## src/rtl/riscv_alu_issue.sv

```systemverilog
// Single-issue ALU front end: decodes one RV64 integer instruction, drives an external ALU
// for one cycle and holds the captured result until the consumer accepts it.
module riscv_alu_issue (
  input  logic        clock,
  input  logic        reset_n,
  input  logic        req_valid,
  output logic        req_ready,
  input  logic [6:0]  opcode,
  input  logic [2:0]  funct3,
  input  logic        funct7_5,
  input  logic [63:0] rs1_val,
  input  logic [63:0] rs2_val,
  input  logic [63:0] imm,
  output logic [3:0]  alu_ctl,
  output logic [63:0] alu_a,
  output logic [63:0] alu_b,
  input  logic [63:0] alu_out,
  input  logic        alu_zero,
  output logic        rsp_valid,
  input  logic        rsp_ready,
  output logic [63:0] rsp_result,
  output logic        rsp_zero,
  output logic        rsp_taken,
  output logic        rsp_illegal,
  output logic [15:0] op_count
);

  // state | meaning
  // IDLE  | waiting for a request (ready once out of reset)
  // EXEC  | ALU operands applied, result captured at end of cycle
  // RESP  | response held until rsp_ready
  typedef enum logic [1:0] {IDLE, EXEC, RESP} state_t;
  typedef enum logic [1:0] {BR_NONE, BR_EQ, BR_NE} br_t;

  localparam logic [3:0] CTL_AND = 4'd0;
  localparam logic [3:0] CTL_OR  = 4'd1;
  localparam logic [3:0] CTL_ADD = 4'd2;
  localparam logic [3:0] CTL_SUB = 4'd6;
  localparam logic [3:0] CTL_SLT = 4'd7;

  state_t      state, state_nxt;
  br_t         br_q, dec_br;
  logic        started;
  logic        accept;
  logic        dec_legal;
  logic        dec_use_imm;
  logic [3:0]  dec_ctl;
  logic [15:0] cnt_q;

  assign accept   = req_valid && req_ready;
  assign op_count = cnt_q;

  always_comb begin
    dec_legal   = 1'b0;
    dec_use_imm = 1'b0;
    dec_ctl     = CTL_ADD;
    dec_br      = BR_NONE;
    case (opcode)
      7'b0110011: begin
        dec_legal = 1'b1;
        case (funct3)
          3'b000:  dec_ctl = funct7_5 ? CTL_SUB : CTL_ADD;
          3'b111:  dec_ctl = CTL_AND;
          3'b110:  dec_ctl = CTL_OR;
          3'b010:  dec_ctl = CTL_SLT;
          default: dec_legal = 1'b0;
        endcase
      end
      7'b0010011: begin
        dec_legal   = 1'b1;
        dec_use_imm = 1'b1;
        case (funct3)
          3'b000:  dec_ctl = CTL_ADD;
          3'b111:  dec_ctl = CTL_AND;
          3'b110:  dec_ctl = CTL_OR;
          3'b010:  dec_ctl = CTL_SLT;
          default: dec_legal = 1'b0;
        endcase
      end
      7'b0000011, 7'b0100011: begin
        dec_legal   = 1'b1;
        dec_use_imm = 1'b1;
      end
      7'b1100011: begin
        dec_ctl = CTL_SUB;
        if (funct3 == 3'b000) begin
          dec_legal = 1'b1;
          dec_br    = BR_EQ;
        end else if (funct3 == 3'b001) begin
          dec_legal = 1'b1;
          dec_br    = BR_NE;
        end
      end
      default: dec_legal = 1'b0;
    endcase
  end

  always_ff @(posedge clock or negedge reset_n) begin
    if (!reset_n) state <= IDLE;
    else          state <= state_nxt;
  end

  always_comb begin
    state_nxt = state;
    case (state)
      IDLE:    if (accept) state_nxt = dec_legal ? EXEC : RESP;
      EXEC:    state_nxt = RESP;
      RESP:    if (rsp_ready) state_nxt = IDLE;
      default: state_nxt = IDLE;
    endcase
  end

  // started keeps req_ready low until the first edge after reset release
  always_comb begin
    req_ready = started && (state == IDLE);
    rsp_valid = (state == RESP);
  end

  always_ff @(posedge clock or negedge reset_n) begin
    if (!reset_n) begin
      started     <= 1'b0;
      br_q        <= BR_NONE;
      alu_ctl     <= 4'd0;
      alu_a       <= 64'd0;
      alu_b       <= 64'd0;
      rsp_result  <= 64'd0;
      rsp_zero    <= 1'b0;
      rsp_taken   <= 1'b0;
      rsp_illegal <= 1'b0;
      cnt_q       <= 16'd0;
    end else begin
      started <= 1'b1;
      if (accept) begin
        if (dec_legal) begin
          alu_ctl <= dec_ctl;
          alu_a   <= rs1_val;
          alu_b   <= dec_use_imm ? imm : rs2_val;
          br_q    <= dec_br;
        end else begin
          rsp_result  <= 64'd0;
          rsp_zero    <= 1'b0;
          rsp_taken   <= 1'b0;
          rsp_illegal <= 1'b1;
        end
      end
      if (state == EXEC) begin
        rsp_result  <= alu_out;
        rsp_zero    <= alu_zero;
        rsp_taken   <= (br_q == BR_EQ) ? alu_zero : ((br_q == BR_NE) ? !alu_zero : 1'b0);
        rsp_illegal <= 1'b0;
      end
      if (state == RESP && rsp_ready) cnt_q <= cnt_q + 16'd1;
    end
  end

endmodule

```

## config.mk

```make
export PLATFORM = sky130hd
export DESIGN_NAME = riscv_alu_issue
export DESIGN_NICKNAME = d
export VERILOG_FILES = /design/src/rtl/riscv_alu_issue.sv
export SDC_FILE = /design/constraint.sdc
export NUM_CORES = 1
export LEC_CHECK = 0
export CORE_AREA = 2 2 193 195
export DETAILED_ROUTE_END_ITERATION = 8
export DIE_AREA = 0 0 195 197
export GPL_ROUTABILITY_DRIVEN = 0
export PLACE_DENSITY = 0.59
export SKIP_CTS_REPAIR_TIMING = 1
export SLEW_MARGIN = 20
export SYNTH_ARGS = -nofsm -noshare
export SYNTH_HDL_FRONTEND = slang
export SYNTH_SLANG_ARGS = --single-unit
```

## constraint.sdc

```tcl
create_clock -name clock -period 2.7 [get_ports clock]
set_clock_uncertainty 0.15 [all_clocks]
set_input_delay 0.405 -clock clock [delete_from_list [all_inputs] [get_ports clock]]
set_output_delay 0.405 -clock clock [all_outputs]
set_load 0.005 [all_outputs]
```

* After elaboration in Yosys (flattened, before gate mapping)
Cells that the tools add are included.
Storage, ports and cells: output and inout port bits 217, bits in registers 220
Operators by class: add/sub/neg operators 1, reduce and logical (&&, ||, !) cells 14, equality and inequality tests 16, muxes and demuxes 29
Operators with widths (count):
- $mux 64 | 4
- $pmux 3 s3 | 2
- $add 16x1->16 const B | 1
- $eq 7x6->1 const B | 2
- $mux 1 | 13
- $mux 2 | 6
- $pmux 3 s4 | 1
- $eq 7x2->1 const B | 1
- $eq 7x5->1 const B | 1
- $eq 7x7->1 const B | 1
- $eq 3x3->1 const B | 2
- $pmux 2 s3 | 1
- $reduce_and 2->1 | 3
- $eq 2x1->1 const B | 2
- $eq 2x2->1 const B | 2
- $ne 2x1->1 const B | 2
- $reduce_or 2->1 | 2
- $reduce_or 4->1 | 1
- $eq 3x1->1 const B | 1
- $eq 3x2->1 const B | 1
- $logic_and 1x1->1 | 3
- $logic_not 3->1 | 1
- $mux 3 | 1
- $pmux 1 s3 | 1
- other kinds (5) | 5

* Longest topological paths before layout
depth in word-level cells 7, depth in mapped cells 7

* Worst setup path after synthesis
Ideal clock, no wire load.
path type input port to flip-flop, from input opcode[2], to register alu_b[23], arrival time 1.845 ns, setup slack 0.580 ns, stages 5, required time 2.425 ns, cells stage by stage and4bb_2 nand2_1 clkbuf_1 mux2_2 mux2_4
Between the ends: word-level cells in the longest chain between the ends 4, elaborated cells between the ends (all ways) 12, classes of those cells eq/ne: 5; mux: 3; reduce/logical: 4
RTL lines:
- start: declaration | RTL line 8 | input logic [6:0] opcode,
- $eq 7x2->1 (tied with other cells) | RTL line 58 | case (opcode)
- $reduce_or 2->1 / $reduce_or 3->1 (equally long branches)
- $pmux 1 s3 / $mux 1 (equally long branches) | RTL line 58
- $reduce_and 2->1 (no line) / $mux 64 (equally long branches)
- end signal: assignment | RTL line 137 | alu_b <= dec_use_imm ? imm : rs2_val;
- end: declaration | RTL line 16 | output logic [63:0] alu_b,
Parallel ways exist; a longest one is shown, timed or not. A chain may end at the register's enable or synchronous reset.

* Final worst setup path
from register state[1], to output req_ready
Between the ends: word-level cells in the longest chain between the ends 2
RTL lines:
- start: declaration | RTL line 41 | state_t state, state_nxt;
- start signal: assignment | RTL line 100 | else state <= state_nxt;
- $logic_not 2->1 | RTL line 115 | req_ready = started && (state == IDLE);
- $logic_and 1x1->1 | RTL line 115
- end: declaration | RTL line 7 | output logic req_ready,
No other way between the ends.

==> run_summary.xml <==
<?xml version="1.0" encoding="UTF-8"?>
<metrics>
  <group name="timing">
    <metric name="rsz0062_at_grt" unit="">no</metric>
    <metric name="fmax" unit="GHz">0.389</metric>
    <metric name="transition_time_at_the_pin_with_the_least_slew_margin" unit="ns">0.654</metric>
    <metric name="finalSetupViolCount" unit="">0</metric>
    <metric name="finalHoldViolCount" unit="">0</metric>
    <metric name="finalCritPeriodShare" unit="%">95.3</metric>
    <metric name="fin_setup_tns" unit="ns">0</metric>
    <metric name="final-max-slew-violation-count" unit="">0</metric>
    <metric name="timing.final.ws_setup" unit="ns">0.127</metric>
    <metric name="relSlewSlack" unit="%">56.0</metric>
    <metric name="post-route-min-period" unit="ns">2.57</metric>
    <metric name="timing.hold.ws" unit="ns">0.268</metric>
  </group>
  <group name="critical_path">
    <metric name="critical_path_peak_fanout" unit="">7</metric>
    <metric name="cp-start-kind" unit="">flop</metric>
    <metric name="cp.arrival" unit="ns">2.02</metric>
    <metric name="crit_path_end_kind" unit="">primary output</metric>
    <metric name="cp_startpoint" unit="">state[1]</metric>
    <metric name="timing.rr.start" unit="">state[1]</metric>
    <metric name="critical_path.max_stage_delay" unit="ns">0.55</metric>
    <metric name="timing_worst_setup_path_type" unit="">flop to primary output</metric>
    <metric name="worst-endpoint-required" unit="ns">2.14</metric>
    <metric name="critical_path.slowest_cell" unit="">sky130_fd_sc_hd__clkdlybuf4s50_1</metric>
    <metric name="crit_path_cell_trace" unit="">nor3b_1, buf_4, clkdlybuf4s50_1</metric>
  </group>
  <group name="global_route">
    <metric name="globalRoute.totalOverflow" unit="">0</metric>
    <metric name="antenna_violations_before_repair" unit="">1</metric>
    <metric name="grt_first_pass_wirelength" unit="µm">47300</metric>
    <metric name="first_global_vias" unit="">7827</metric>
    <metric name="global_route_usage_over_all_layers" unit="%">15.8</metric>
    <metric name="maximum_number_of_pins_on_one_net_before_global_route_repair" unit="">65</metric>
  </group>
  <group name="route">
    <metric name="drt-wirelength-per-cell" unit="µm">18.5</metric>
    <metric name="drc" unit="">0</metric>
    <metric name="vias_per_cell" unit="">4.36</metric>
    <metric name="initial_drt_markers" unit="">201</metric>
    <metric name="num_vias" unit="">7506</metric>
    <metric name="drt-pass1-iter-count" unit="">4</metric>
    <metric name="drt.antenna.violating_nets" unit="">0</metric>
    <metric name="route.final.wire_length" unit="µm">31900</metric>
  </group>
  <group name="synth">
    <metric name="syn-instance-count" unit="">737</metric>
    <metric name="ys_ff_latch" unit="">219</metric>
    <metric name="avgSynthCellArea" unit="µm²">12.9</metric>
    <metric name="async_set_or_reset_register_ratio_after_synthesis" unit="%">100</metric>
    <metric name="post_synth_instance_area" unit="µm²">9480</metric>
    <metric name="ys.flop_type" unit="">sky130_fd_sc_hd__dfrtp_1</metric>
    <metric name="synth-edff-count" unit="">0</metric>
    <metric name="cell_types_occupying_the_most_area_after_synthesis" unit="">sky130_fd_sc_hd__dfrtp_1 (58%), sky130_fd_sc_hd__mux2_2 (17%), sky130_fd_sc_hd__mux2_4 (9.0%)</metric>
    <metric name="ys_warn_count" unit="">0</metric>
    <metric name="syn-num-nets" unit="">1010</metric>
    <metric name="yosysSeqAreaShare" unit="%">57.8</metric>
    <metric name="synth.top_cell.area_share" unit="%">57.8</metric>
    <metric name="synth_largest_area_cell" unit="">sky130_fd_sc_hd__dfrtp_1</metric>
    <metric name="post_synth_cell_types" unit="">37</metric>
  </group>
  <group name="flow_run">
    <metric name="maxCapViolCount" unit="">0</metric>
  </group>
  <group name="status">
    <metric name="status" unit="">complete, no violations</metric>
  </group>
  <group name="floorplan">
    <metric name="floorplan.initialDensity" unit="%">26.1</metric>
    <metric name="die_area" unit="µm²">38400</metric>
    <metric name="placement_rows" unit="">70</metric>
    <metric name="die-height" unit="µm">197</metric>
    <metric name="fp.coreArea" unit="µm²">36300</metric>
    <metric name="number_of_i_o_pins" unit="">489</metric>
    <metric name="dieWidth" unit="µm">195</metric>
  </group>
  <group name="clocking">
    <metric name="clock_insertion_delay_at_the_later_pin_of_the_skew_report" unit="ns">0.52</metric>
    <metric name="clock_sinks" unit="">219</metric>
    <metric name="tritoncts.num_buffers" unit="">26</metric>
    <metric name="cts_max_path_buffers" unit="">3</metric>
    <metric name="tritoncts" unit="">yes</metric>
    <metric name="h_tree_depth_reported_by_cts" unit="">1</metric>
    <metric name="clock_input_transition_at_the_sequential_cells_of_the_worst_setup_and_hold_paths" unit="ns">0.06</metric>
    <metric name="clock_tree_root_driver_cell" unit="">sky130_fd_sc_hd__clkbuf_16</metric>
  </group>
  <group name="place">
    <metric name="placement.setup.worst_slack" unit="ns">0.0752</metric>
    <metric name="port_buffers" unit="">487</metric>
    <metric name="hpwl" unit="µm">23900</metric>
  </group>
  <group name="finish">
    <metric name="area_growth_syn_to_layout" unit="%">68.1</metric>
    <metric name="layout_common_cells" unit="">sky130_fd_sc_hd__clkdlybuf4s50_1 (486), sky130_fd_sc_hd__dfrtp_1 (219), sky130_fd_sc_hd__mux2_2 (139), sky130_fd_sc_hd__nand2_1 (138), sky130_fd_sc_hd__a21oi_1 (67)</metric>
    <metric name="final_net_count" unit="">1507</metric>
    <metric name="layout_commonest_cell" unit="">sky130_fd_sc_hd__clkdlybuf4s50_1</metric>
    <metric name="layout_cell_share_with_drive_strength_beyond_1" unit="%">21.3</metric>
  </group>
  <group name="hold_path">
    <metric name="min_delay_worst_type" unit="">primary input to asynchronous set/reset pin</metric>
  </group>
  <group name="pwr">
    <metric name="power_per_cell_area" unit="nW/µm²">571</metric>
    <metric name="cellLeakagePower" unit="nW">7.06</metric>
    <metric name="ir_drop" unit="mV">0.488</metric>
  </group>
</metrics>
power by group:
part	internal, mW	switching [mW]	total (mW)
Clock	2.29	1.39	3.69
Combinational	1.14	0.490	1.63
Sequential	3.56	0.207	3.77
Total	7.00	2.09	9.09
logic make-up (layout without fill, tap and decap cells):
| kind of cell | Yosys count | in the layout | synth area share, % |
|---|---|---|---|
| DFF | 219 | 219 | 57.8 |
| muxes | 196 | 196 | 25.6 |
| and+or+nand+nor | 180 | 180 | 8.08 |
| AOI/OAI and AO/OA | 76 | 76 | 4.27 |
| buffers and inverters | 48 | 564 | 2.67 |
| xor gates and xnor gates | 15 | 15 | 1.39 |
| other | 2 | 3 | 0.0793 |
| adders and majority gates | 1 | 1 | 0.132 |
Yosys cell counts (4+ instances only):
| cell | n |
|---|---|
| sky130_fd_sc_hd__nand2_1 | 139 |
| sky130_fd_sc_hd__inv_1 | 4 |
| sky130_fd_sc_hd__mux2_2 | 139 |
| sky130_fd_sc_hd__dfrtp_1 | 219 |
| sky130_fd_sc_hd__xnor2_1 | 9 |
| sky130_fd_sc_hd__xor2_1 | 6 |
| sky130_fd_sc_hd__nand3_1 | 10 |
| sky130_fd_sc_hd__buf_2 | 10 |
| sky130_fd_sc_hd__clkbuf_1 | 23 |
| sky130_fd_sc_hd__nor2_1 | 7 |
| sky130_fd_sc_hd__a21oi_1 | 68 |
| sky130_fd_sc_hd__mux2_4 | 57 |
| sky130_fd_sc_hd__buf_6 | 7 |
final timing paths:
check / slack (ns) / to / cells after the start
max in group asynchronous: 1.44 / op_count[1] / 3
hold / removal: 0.27 / alu_b[45] / 2
setup reg to reg: 0.58 / alu_b[27] / 6
hold reg to reg: 0.33 / rsp_illegal / 1
min in group clock: 0.27 / rsp_result[63] / 3
setup / recovery: 0.13 / req_ready / 3
layer usage:
metal	wire length [µm]	up-vias	track usage [%]	part of all wire (%)
met1	12400	3672	18.4	39
met5	0	-	0	0
met4	637	0	3.45	2.0
met3	2460	37	4.55	7.7
met2	16500	282	28.7	52
li1	-	3515	-	-
layout make-up:
| cell class | count | area, µm² |
|---|---|---|
| antenna | 1 | 2.50 |
| clock buffer | 39 | 751 |
| clock inverter | 8 | 144 |
| fill | 3420 | 20300 |
| inverter | 4 | 15.0 |
| multi-input combinational | 470 | 3770 |
| sequential | 219 | 5480 |
| tap | 468 | 586 |
| timing repair buffer | 513 | 5180 |
critical path: cells and delay by family (launching register included):
| kind | cells | cell delay (ns) |
|---|---|---|
| buf+inv | 2 | 0.74 |
| flops | 1 | 0.47 |
| simple gates | 1 | 0.30 |
state kept, by name, indices dropped and copies added, names as in the netlist:
| signal | flops |
|---|---|
| rsp_illegal | 1 |
| op_count | 16 |
| rsp_zero | 1 |
| state | 2 |
| alu_b | 64 |
| alu_a | 64 |
| started | 1 |
| br_q | 2 |
| rsp_result | 64 |
| alu_ctl | 3 |
| rsp_taken | 1 |
per-stage QoR:
step                util, %  area [µm²]  instances  power (mW)
floorplan                 -        9480        737        4.23
global placement       41.4       15000       1673        5.47
detailed placement     41.4       15000       1673        5.48
CTS                    43.9       15900       1720        9.28
global route           43.9       15900       1722        9.50
finish                 43.9       15900       1722        9.09
Note: power is estimated with default switching activity, not from simulation.
